File: config.mk
export PLATFORM = sky130hd
export DESIGN_NAME = ps2_key_event_ctrl
export DESIGN_NICKNAME = d
export VERILOG_FILES = /design/src/rtl/ps2_key_event_ctrl.sv
export SDC_FILE = /design/constraint.sdc
export NUM_CORES = 1
export LEC_CHECK = 0
export ABC_AREA = 1
export CORE_ASPECT_RATIO = 0.75
export CORE_MARGIN = 2
export CORE_UTILIZATION = 30
export CTS_CLUSTER_DIAMETER = 150
export DETAILED_ROUTE_END_ITERATION = 6
export PLACE_DENSITY = 0.47
export SYNTH_ARGS = -nofsm -noshare
export SYNTH_HDL_FRONTEND = slang
export SYNTH_SLANG_ARGS = --single-unit
File: constraint.sdc
create_clock -name i_clk -period 2.1 [get_ports i_clk]
set_input_delay 0.42 -clock i_clk [delete_from_list [all_inputs] [get_ports i_clk]]
set_output_delay 0.42 -clock i_clk [all_outputs]
set_load 0.03 [all_outputs]
File: src/rtl/ps2_key_event_ctrl.sv
// PS/2 key event controller: decodes E0/F0 scan-code prefixes into 10-bit
// key events, queues them in a first-word-fall-through FIFO and raises a
// level interrupt while events are pending.
module ps2_key_event_ctrl #(
    parameter int unsigned FIFO_DEPTH     = 8,
    parameter int unsigned TIMEOUT_CYCLES = 25000
) (
    input  logic                          i_clk,
    input  logic                          i_reset,
    input  logic [7:0]                    i_rx_data,
    input  logic                          i_rx_done_tick,
    input  logic                          i_rd_en,
    input  logic                          i_clr_ovf,
    output logic [9:0]                    o_event_data,
    output logic                          o_empty,
    output logic [$clog2(FIFO_DEPTH):0]   o_count,
    output logic                          o_overflow,
    output logic                          o_irq
);

    localparam int unsigned PW = $clog2(FIFO_DEPTH);
    localparam int unsigned CW = PW + 1;
    localparam int unsigned TW = $clog2(TIMEOUT_CYCLES + 1);

    localparam logic [CW-1:0] DEPTH_C    = CW'(FIFO_DEPTH);
    localparam logic [TW-1:0] TIMER_LAST = TW'(TIMEOUT_CYCLES - 1);

    typedef enum logic [1:0] {
        StIdle,
        StExt,
        StRel,
        StExtRel
    } state_e;

    state_e          r_state;
    state_e          w_state_next;
    logic [TW-1:0]   r_timer;
    logic [TW-1:0]   w_timer_next;
    logic            w_sys_code;
    logic            w_push;
    logic [9:0]      w_push_data;

    logic [9:0]      r_mem [FIFO_DEPTH];
    logic [PW-1:0]   r_wr_ptr;
    logic [PW-1:0]   r_rd_ptr;
    logic [CW-1:0]   r_count;
    logic            r_overflow;
    logic            r_irq;
    logic            w_full;
    logic            w_empty;
    logic            w_pop;
    logic            w_wr;
    logic            w_drop;

    // Flag keyboard housekeeping codes (error, BAT, ACK, resend, echo, pause lead-in).
    always_comb begin
        w_sys_code = 1'b0;
        case (i_rx_data)
            8'h00, 8'hFF, 8'hAA, 8'hFA, 8'hFE, 8'hEE, 8'hE1: w_sys_code = 1'b1;
            default:                                          w_sys_code = 1'b0;
        endcase
    end

    // Prefix FSM next state, prefix timer and event generation.
    always_comb begin
        w_state_next = r_state;
        w_timer_next = r_timer;
        w_push       = 1'b0;
        w_push_data  = 10'h000;
        if (i_rx_done_tick) begin
            // A byte always restarts the prefix timer and beats a same-cycle timeout.
            w_timer_next = '0;
            unique case (r_state)
                StIdle: begin
                    if (i_rx_data == 8'hE0) begin
                        w_state_next = StExt;
                    end else if (i_rx_data == 8'hF0) begin
                        w_state_next = StRel;
                    end else if (!w_sys_code) begin
                        w_push      = 1'b1;
                        w_push_data = {2'b00, i_rx_data};
                    end
                end
                StExt: begin
                    if (i_rx_data == 8'hF0) begin
                        w_state_next = StExtRel;
                    end else begin
                        w_state_next = StIdle;
                        // E0 12 is a fake shift emitted around extended keys.
                        if (i_rx_data != 8'h12) begin
                            w_push      = 1'b1;
                            w_push_data = {2'b10, i_rx_data};
                        end
                    end
                end
                StRel: begin
                    w_state_next = StIdle;
                    w_push       = 1'b1;
                    w_push_data  = {2'b01, i_rx_data};
                end
                StExtRel: begin
                    w_state_next = StIdle;
                    if (i_rx_data != 8'h12) begin
                        w_push      = 1'b1;
                        w_push_data = {2'b11, i_rx_data};
                    end
                end
            endcase
        end else if (r_state != StIdle) begin
            if (r_timer == TIMER_LAST) begin
                w_state_next = StIdle;
                w_timer_next = '0;
            end else begin
                w_timer_next = r_timer + 1'b1;
            end
        end else begin
            w_timer_next = '0;
        end
    end

    // Prefix state and timer registers.
    always_ff @(posedge i_clk) begin
        if (i_reset) begin
            r_state <= StIdle;
            r_timer <= '0;
        end else begin
            r_state <= w_state_next;
            r_timer <= w_timer_next;
        end
    end

    assign w_full  = (r_count == DEPTH_C);
    assign w_empty = (r_count == '0);
    assign w_pop   = i_rd_en && !w_empty;
    // A pop in the same cycle frees the slot, so a full FIFO can still accept.
    assign w_wr    = w_push && (!w_full || w_pop);
    assign w_drop  = w_push && w_full && !w_pop;

    // FIFO storage, pointers, occupancy, sticky overflow and interrupt.
    always_ff @(posedge i_clk) begin
        if (i_reset) begin
            for (int unsigned i = 0; i < FIFO_DEPTH; i++) begin
                r_mem[i] <= '0;
            end
            r_wr_ptr   <= '0;
            r_rd_ptr   <= '0;
            r_count    <= '0;
            r_overflow <= 1'b0;
            r_irq      <= 1'b0;
        end else begin
            if (w_wr) begin
                r_mem[r_wr_ptr] <= w_push_data;
                r_wr_ptr        <= r_wr_ptr + 1'b1;
            end
            if (w_pop) begin
                r_rd_ptr <= r_rd_ptr + 1'b1;
            end
            case ({w_wr, w_pop})
                2'b10:   r_count <= r_count + 1'b1;
                2'b01:   r_count <= r_count - 1'b1;
                default: r_count <= r_count;
            endcase
            // A fresh drop outranks a same-cycle clear.
            if (w_drop) begin
                r_overflow <= 1'b1;
            end else if (i_clr_ovf) begin
                r_overflow <= 1'b0;
            end
            r_irq <= !w_empty;
        end
    end

    assign o_event_data = r_mem[r_rd_ptr];
    assign o_empty      = w_empty;
    assign o_count      = r_count;
    assign o_overflow   = r_overflow;
    assign o_irq        = r_irq;

endmodule

After elaboration in Yosys (flattened, before gate mapping). Memory sizes are Yosys's and may differ from the RTL's. A register that Yosys moved wholly into a read port is not among the register bits. Cells that the tools add are included.

Logic and storage cells: 88. Memories kept: 1. Register bits: 29. Latch bits: 0. Bits of input ports: 13. Bits in writable memories: 80. Memory bits (read-only): 0. Output and inout port bits: 17.

Bitwise operators: 1. Multiply operators: 0. Add/subtract/negate cells: 5. Shifts and indexed selects: 0. Divide/modulo/power cells: 0. Equal/unequal tests: 17. Multiplexer cells: 36. Order comparisons: 0. Reduce and logical (&&, ||, !) cells: 21.

Memory list: r_mem (words 8, width 10, rd ports 1, clocked after memory_dff 1, wr ports 8, RTL line 43) `logic [9:0] r_mem [FIFO_DEPTH];`.

Operators with widths (count): 8-bit == test (second input constant) (8); 10-bit 2-to-1 mux (5); 10-bit case mux with 4 select lines (1); 8-bit 2-to-1 mux (3); 15-bit by 1-bit adder with 15-bit output (second input constant) (1); 15-bit == test (second input constant) (1); 1-bit 2-to-1 mux (15); 2-bit 2-to-1 mux (6); 2-bit nonzero test (5); 10-bit OR reduction (1); 3-bit 2-to-1 mux (3); 8-bit logical NOT (1); 8-bit by 5-bit != test with 1-bit output (second input constant) (1); 4-bit case mux with 2 select lines (1); 7-bit OR reduction (1); 3-bit by 1-bit adder with 3-bit output (second input constant) (2); 2-bit == test (second input constant) (3); 2-bit case mux with 3 select lines (1); 4-bit by 1-bit adder with 4-bit output (second input constant) (1); 2-bit by 1-bit == test with 1-bit output (second input constant) (2); 4-bit == test (second input constant) (1); 1-bit logical AND (4); 4-bit logical NOT (1); 4-bit != test (second input constant) (1); 9 further kinds (11).

Logic depth before layout (Yosys ltp). Gate-level depths: netlist of run 1.

Depth after elaboration: 14. Gate-level depth with buffers: 21. Depth with buffers taken out: 21.

Worst setup path before layout of run 1. No wires, ideal clock.

Path type: flip-flop to flip-flop. From: register r_count[0], in the netlist o_count[0]. To: register r_count[3], in the netlist o_count[3]. Path buffers: 0. Stages on the path, launching flop included: 16. Data arrival time: 2.514 ns. Period minus slack after synthesis: 2.630 ns. Path slack: -0.530 ns. Path through: dfxtp_1 -> inv_1 -> nand3_1 -> nor2_1 -> nor2_1 -> nand2_1 -> inv_1 -> ha_1 -> nand2_1 -> nand2_1 -> a31oi_1 -> inv_1 -> nand2_1 -> nand3_1 -> nand2_1 -> nor2_1.

Longest elaborated chain between the ends: 7. Elaborated cells on any way between the ends: 13. Those cells by class: add/sub (2); eq/ne (3); mux (1); reduce/logical (7).

Ends and longest elaborated chain: from (decl) (RTL line 46) `logic [CW-1:0] r_count;`; from (signal assigned) (RTL line 159) `2'b10: r_count <= r_count + 1'b1;`; from (signal assigned) (RTL line 160) `2'b01: r_count <= r_count - 1'b1;`; from (signal assigned) (RTL line 161) `default: r_count <= r_count;`; 4-bit logical NOT * (RTL line 133) `assign w_empty = (r_count == '0);`; named net o_empty (RTL line 15) `output logic o_empty,`; 1-bit logical NOT * (RTL line 134) `assign w_pop = i_rd_en && !w_empty;`; 1-bit logical AND * (RTL line 134); 1-bit logical OR (RTL line 136) `assign w_wr = w_push && (!w_full || w_pop);`; 1-bit logical AND (RTL line 136); 2-bit by 1-bit == test with 1-bit output or 2-bit == test (tied branches) (RTL line 158) `case ({w_wr, w_pop})`; 4-bit case mux with 2 select lines or 2-bit nonzero test (tied branches).

Mark *: on every way through the listed nets, which the timed path passes. The rest lies on a longest branch. A chain may end at the register's enable or synchronous reset.

==> results of run 1 <==
-- power groups by stage --
stage                     clock (uW)  combinational (uW)  sequential [uW]
final                           1810                3430             2710
after detailed placement           0                2720             2700
after floorplan                    0                1560             2760
after global routing            1930                3660             2730
after global placement             0                2720             2700
after CTS                       1860                3200             2690
-- worst max-delay path: cells and delay by family (launching register included) --
| kind | cells | cell delay, ns |
|---|---|---|
| compound gates | 3 | 0.46 |
| flops | 1 | 0.45 |
| buf+inv | 2 | 0.40 |
| simple gates | 1 | 0.16 |
-- layout by cell type (no fill, tap or decap), drive strengths merged --
master,n
a211oi,1
a21oi,18
a31oi,11
and2,1
and3,1
buf,80
bufbuf,1
bufinv,1
clkbuf,17
clkdlybuf4s50,10
clkinv,2
clkinvlp,3
dfxtp,32
dlygate4sd2,1
edfxtp,80
fa,1
ha,5
inv,51
nand2,68
nand3,27
nand3b,1
nand4,7
nor2,192
nor3,9
nor3b,3
nor4,1
o2111ai,1
o211ai,2
o21ai,48
o22ai,10
o41ai,1
or2,1
xnor2,2
xor2,2
-- sequential cells by signal, indices dropped and copies added (netlist names), named ones only --
name and flops:
r_mem 80, o_count 4, o_overflow 1, r_rd_ptr 3, r_wr_ptr 3, r_state 2, o_irq 1, r_timer 15
-- cell families (layout without fill, tap and decap cells) --
family	after synthesis	after routing	synth area share, %
AND/OR/NAND/NOR	310	311	24.8
XOR/XNOR	4	4	0.661
buffers and inverters	75	166	5.97
flip-flops	112	112	57.4
AO/OA/AOI/OAI	92	92	9.61
adder cells (fa/ha/maj)	6	6	1.56
-- through the flow --
| step | hold slack [ns] | std cells |
|---|---|---|
| after detailed placement | 0.442 | 906 |
| after floorplan | 0.418 | 599 |
| final | 0.452 | 933 |
| after global routing | 0.483 | 933 |
| after global placement | 0.429 | 906 |
| after CTS | 0.457 | 931 |
-- cell type report --
class | instances | area, sq um | share of cell area [%]
flip-flops and latches | 112 | 3050 | 42.5
multi-input cells | 413 | 2320 | 32.3
repair buffers | 100 | 1000 | 14.0
well taps | 242 | 303 | 4.21
clock buffers | 9 | 225 | 3.13
inverters | 49 | 190 | 2.65
clock inverters | 7 | 86.3 | 1.20
repair inverters | 1 | 7.51 | 0.104
-- path summary, 6_finish.rpt --
check / cells after the start / endpoint / from / slack (ns)
max reg2reg: 17 / o_count[3] / r_state[1] / 0.11
min reg2reg: 1 / r_timer[0] / r_timer[0] / 0.45
max: 6 / o_event_data[8] / flop / -0.16
min: 1 / r_timer[0] / r_timer[0] / 0.45
-- timing repair --
item / 4_1_cts / 5_1_grt
buffers inserted: 5 / 2
endpoints found under the setup margin: 174 / 175
pin swaps: 10 / 30
gates cloned: 4 / 1
gates resized for setup: 73 / 77
hold buffers: 0 / 0
-- routing by layer --
metal	track usage [%]	wire length, microns
met5	0	0
met1	25.1	7500
met4	4.77	195
met3	3.24	764
met2	23.7	6210
==> impl_metrics.yaml, run 1 <==
floorplanning:
  die_w_microns: 157
  die_area_sq_um: 18800
  die_y_microns: 119
  core_area_sq_um: 17500
  rows: 42
  top_level_ports: 30
  initial_core_util_pct: 30.3
global_route:
  grt_overflow: 0
  grt_use_total_pct: 16.5
  grt_pass1_vias: 4256
  grt_first_pass_wirelength_mm: 23.4
  antenna_found_initial: 0
  grt_max_degree: 21
routing:
  wl_per_cell_microns: 15.7
  finalWirelength_mm: 14.7
  routed_via_density: 4.72
  antenna_left: 0
  drtPass1Iterations: 5
  vias: 4408
  drtIter0Drc: 333
  drc: 0
final_layout:
  utilization_pct: 41.1
  final_area_sq_um: 7180
  drive_gt1_share_pct: 29.5
  num_antenna_cells: 0
  nFillCells: 1715
  area_growth_pct: 35.5
  fin_nets: 705
synthesis:
  synth-seq-cells: 112
  yosys_warnings: 0
  synth_edf_count: 80
  syn_nets: 618
  yosys-top-cells-area: "edfxtp_1, nor2_1, dfxtp_1, o21ai_0, nand2_1"
  syn_avg_cell_area_sq_um: 8.85
  synth_top_area_share_pct: 45.3
  synthDistinctLibCells: 41
  synth_top_area_cell: "edfxtp_1"
  netlist_instances: 599
  async_reset_ff_share_pct: 0
  ys_seq_area_share_pct: 57.4
  synth_common_cells: "nor2_1, edfxtp_1, nand2_1"
  synthMostInstantiatedCell: "nor2_1"
  syn_area_sq_um: 5300
  synth-main-ff-cell: "edfxtp_1"
pwr:
  p_clk_share_pct: 22.8
  swShare_pct: 38.2
  intPower_uw: 4910
  seqPwrFrac_pct: 34.1
  fin_total_pwr_uw: 7940
  power_density_nw_per_um2: 1110
  ir_worst_vdd_mv: 0.396
  cellLeakagePower_uw: 0.00276
  p_comb_share_pct: 43.2
  power_switching_uw: 3030
clocking:
  cts.path.max_buffers: 2
  cts_root_buf: "clkbuf_16"
  clk_pin_slew_ns: 0.08
  cts_buffers: 9
  htreeDepth: 3
  cts_tree: "built"
  clock_latency_ns: 0.37
  clock-sinks: 112
place:
  portBuffers: 29
  gp_congestion: 0.852
  place_hpwl_mm: 10.3
  placed_area_sq_um: 6400
  pre_cts_ws_ns: -0.799
setup_path:
  crit_fanout: 7
  worst-setup-path-type: "flop to output port"
  critPathSlowestCell: "dfxtp_4"
  critical_path_arrival_ns: 1.84
  required_ns: 1.68
  start_kind: "flop"
  cp_cell_sequence: "clkinvlp_4 -> o21ai_2 -> o22ai_4 -> nor2_2 -> a31oi_1 -> buf_4"
  cpPeakStageDelay_ns: 0.45
  endpoint_kind: "output port"
sta:
  setup_tns_ns: -1.31
  fin_skew_ns: 0.0115
  rsz0062_at_grt: "yes"
  period_share_pct: 107
  fmax_mhz: 443
  fin_ws_ns: -0.156
  drv_slew: 0
  worst_pin_slew_ns: 0.478
  timing.final.crit_period_ns: 2.26
  hold_viol: 0
  slew_headroom_pct: 68.1
  finalSetupViolations: 10
min_path:
  hp-class: "flop to flop"
status:
  status: "finished with violations"
  violations: "negative setup slack"
job:
  drv_cap: 0
Note: power is estimated with default switching activity, not from simulation.
==> inputs of run 2 (changes only) <==
Settings changed: GPL_ROUTABILITY_DRIVEN from default to 1.
==> results of run 2 <==
The final DEF is identical to that of run 1; final timing and power are the same.
==> RTL change: new RTL, config.mk and constraints of run 2 <==
Change the parameter `TIMEOUT_CYCLES` from 25000 to 50000.
--- a/src/rtl/ps2_key_event_ctrl.sv
+++ b/src/rtl/ps2_key_event_ctrl.sv
@@ -4,5 +4,5 @@
 module ps2_key_event_ctrl #(
     parameter int unsigned FIFO_DEPTH     = 8,
-    parameter int unsigned TIMEOUT_CYCLES = 25000
+    parameter int unsigned TIMEOUT_CYCLES = 50000
 ) (
     input  logic                          i_clk,
Behaviour: same outputs for any inputs over 4 cycles, from zero or initial values and one cycle with i_reset high; that may be too few to reach the edited logic, so the function may still have changed.
==> RTL change against run 2 <==
The flow still finishes with violations (negative setup slack). Design area rose by 3.8%. Global-route usage fell by 1.2 points. Total power rose by 15%. Count of clock-buffer cells in the layout rose by 9. Worst setup slack improved by 72 ps. Worst hold slack improved by 2.5 ps. Sequential cell count rose by 1. Synthesized area rose by 1.1%. Wire length fell by 4.6%. Via count rose by 2.5%. Critical path type unchanged. Largest power group unchanged. Highest routed layer unchanged.
==> RTL change: results (changes against run 2) <==
* Hold Worst Slack at 455 ps (was 452 ps)
* Setup ws final at -84.8 ps (was -156 ps)
* Total wire length at 14.0 mm (was 14.7 mm)
* Final Wtd Congestion at 0.836 (was 0.852)
* Synth top area cells: edfxtp_1 (45%), dfxtp_1 (12%), nor2_1 (11%) (was edfxtp_1 (45%), nor2_1 (13%), dfxtp_1 (12%))
* GR Util met2 at 23.9% (was 23.7%)
* Post-CTS Setup Bufs at 0 (was 5)
* Arrival time at the worst endpoint at 1760 ps (was 1840 ps)
* Maximum fanout along the worst path at 8 (was 7)
* Global Route Usage Sum at 15.4% (was 16.5%)
* Vias in the first global route at 4,420 (was 4,256)
* Synth cell types at 36 (was 41)
* Fill count at 1,712 (was 1,715)
* Synth cell count leaders: nor2_1 (152), edfxtp_1 (80), nand2_1 (57), o21ai_0 (52), nor3_1 (50) (was nor2_1 (190), edfxtp_1 (80), nand2_1 (56), o21ai_0 (46), inv_1 (41))
* Sequential element share of the synthesized area at 57.1% (was 57.4%)
* Reg-to-Reg Start: r_state[0] (was r_state[1])
* Failing checks: negative setup slack (unchanged)
* Reg clk slew, reported paths at 50 ps (was 80 ps)
* Post-DP HPWL at 9.58 mm (was 10.3 mm)
* Met3 Usage GRT at 4.08% (was 3.24%)
* Dpl cell area at 0.00653 sq mm (was 0.00640 sq mm)
* LEAKAGE at 2.88 nW (was 2.76 nW)
* Metal3 WL at 643 um (was 764 um)
* Clock Latency Late Sink at 410 ps (was 370 ps)
* Worst vdd ir at 0.000767 V (was 0.000396 V)
* Largest net degree at the start of global routing at 41 (was 21)
* Iteration-0 DRC Markers at 261 (was 333)
* Run status: finished with violations (unchanged)
* Vias/cell at 4.76 (was 4.72)
* DR WL/cell at 14.7 um (was 15.7 um)
* Met1 usage at 20.9% (was 25.1%)
* Pre-CTS setup slack at -823 ps (was -799 ps)
* M1 WL at 6.85 mm (was 7.50 mm)
* Fin Setup TNS at -482 ps (was -1310 ps)
* Share of cells above drive strength 1 at 27.0% (was 29.5%)
* Placed Cells at 907 (was 906)
* Final setup viols at 10 (unchanged)
## RTL change: changes by cell type after synthesis, moves of 4 or more
cell      before  now
clkbuf_1      17   21
nor2_1       190  152
o21ai_0       46   52
buf_6          4    0
nand3_1       26   21
buf_4          0    4
nor3_1         7   50
inv_2          7    1
## RTL change: cell type report
cell class	count	area, sq um	share of cell area [%]
sequential	113	3080	41.2
multi-input combinational	415	2190	29.4
timing repair buffer	107	1120	15.0
clock buffer	18	429	5.75
tap	242	303	4.06
inverter	42	170	2.28
clock inverter	13	169	2.26
## RTL change: power breakdown
part	switching [mW]	internal [mW]	total (mW)
registers	0.177	2.61	2.79
clock network	0.975	1.95	2.93
logic	1.94	1.48	3.42
total	3.09	6.04	9.14
## RTL change: cell families after synthesis
| family | share of synthesized area, % |
|---|---|
| xor+xnor | 0.654 |
| fa+ha+maj | 1.54 |
| flops | 57.1 |
| buf+inv | 5.42 |
| simple gates | 24.7 |
| compound gates | 10.6 |
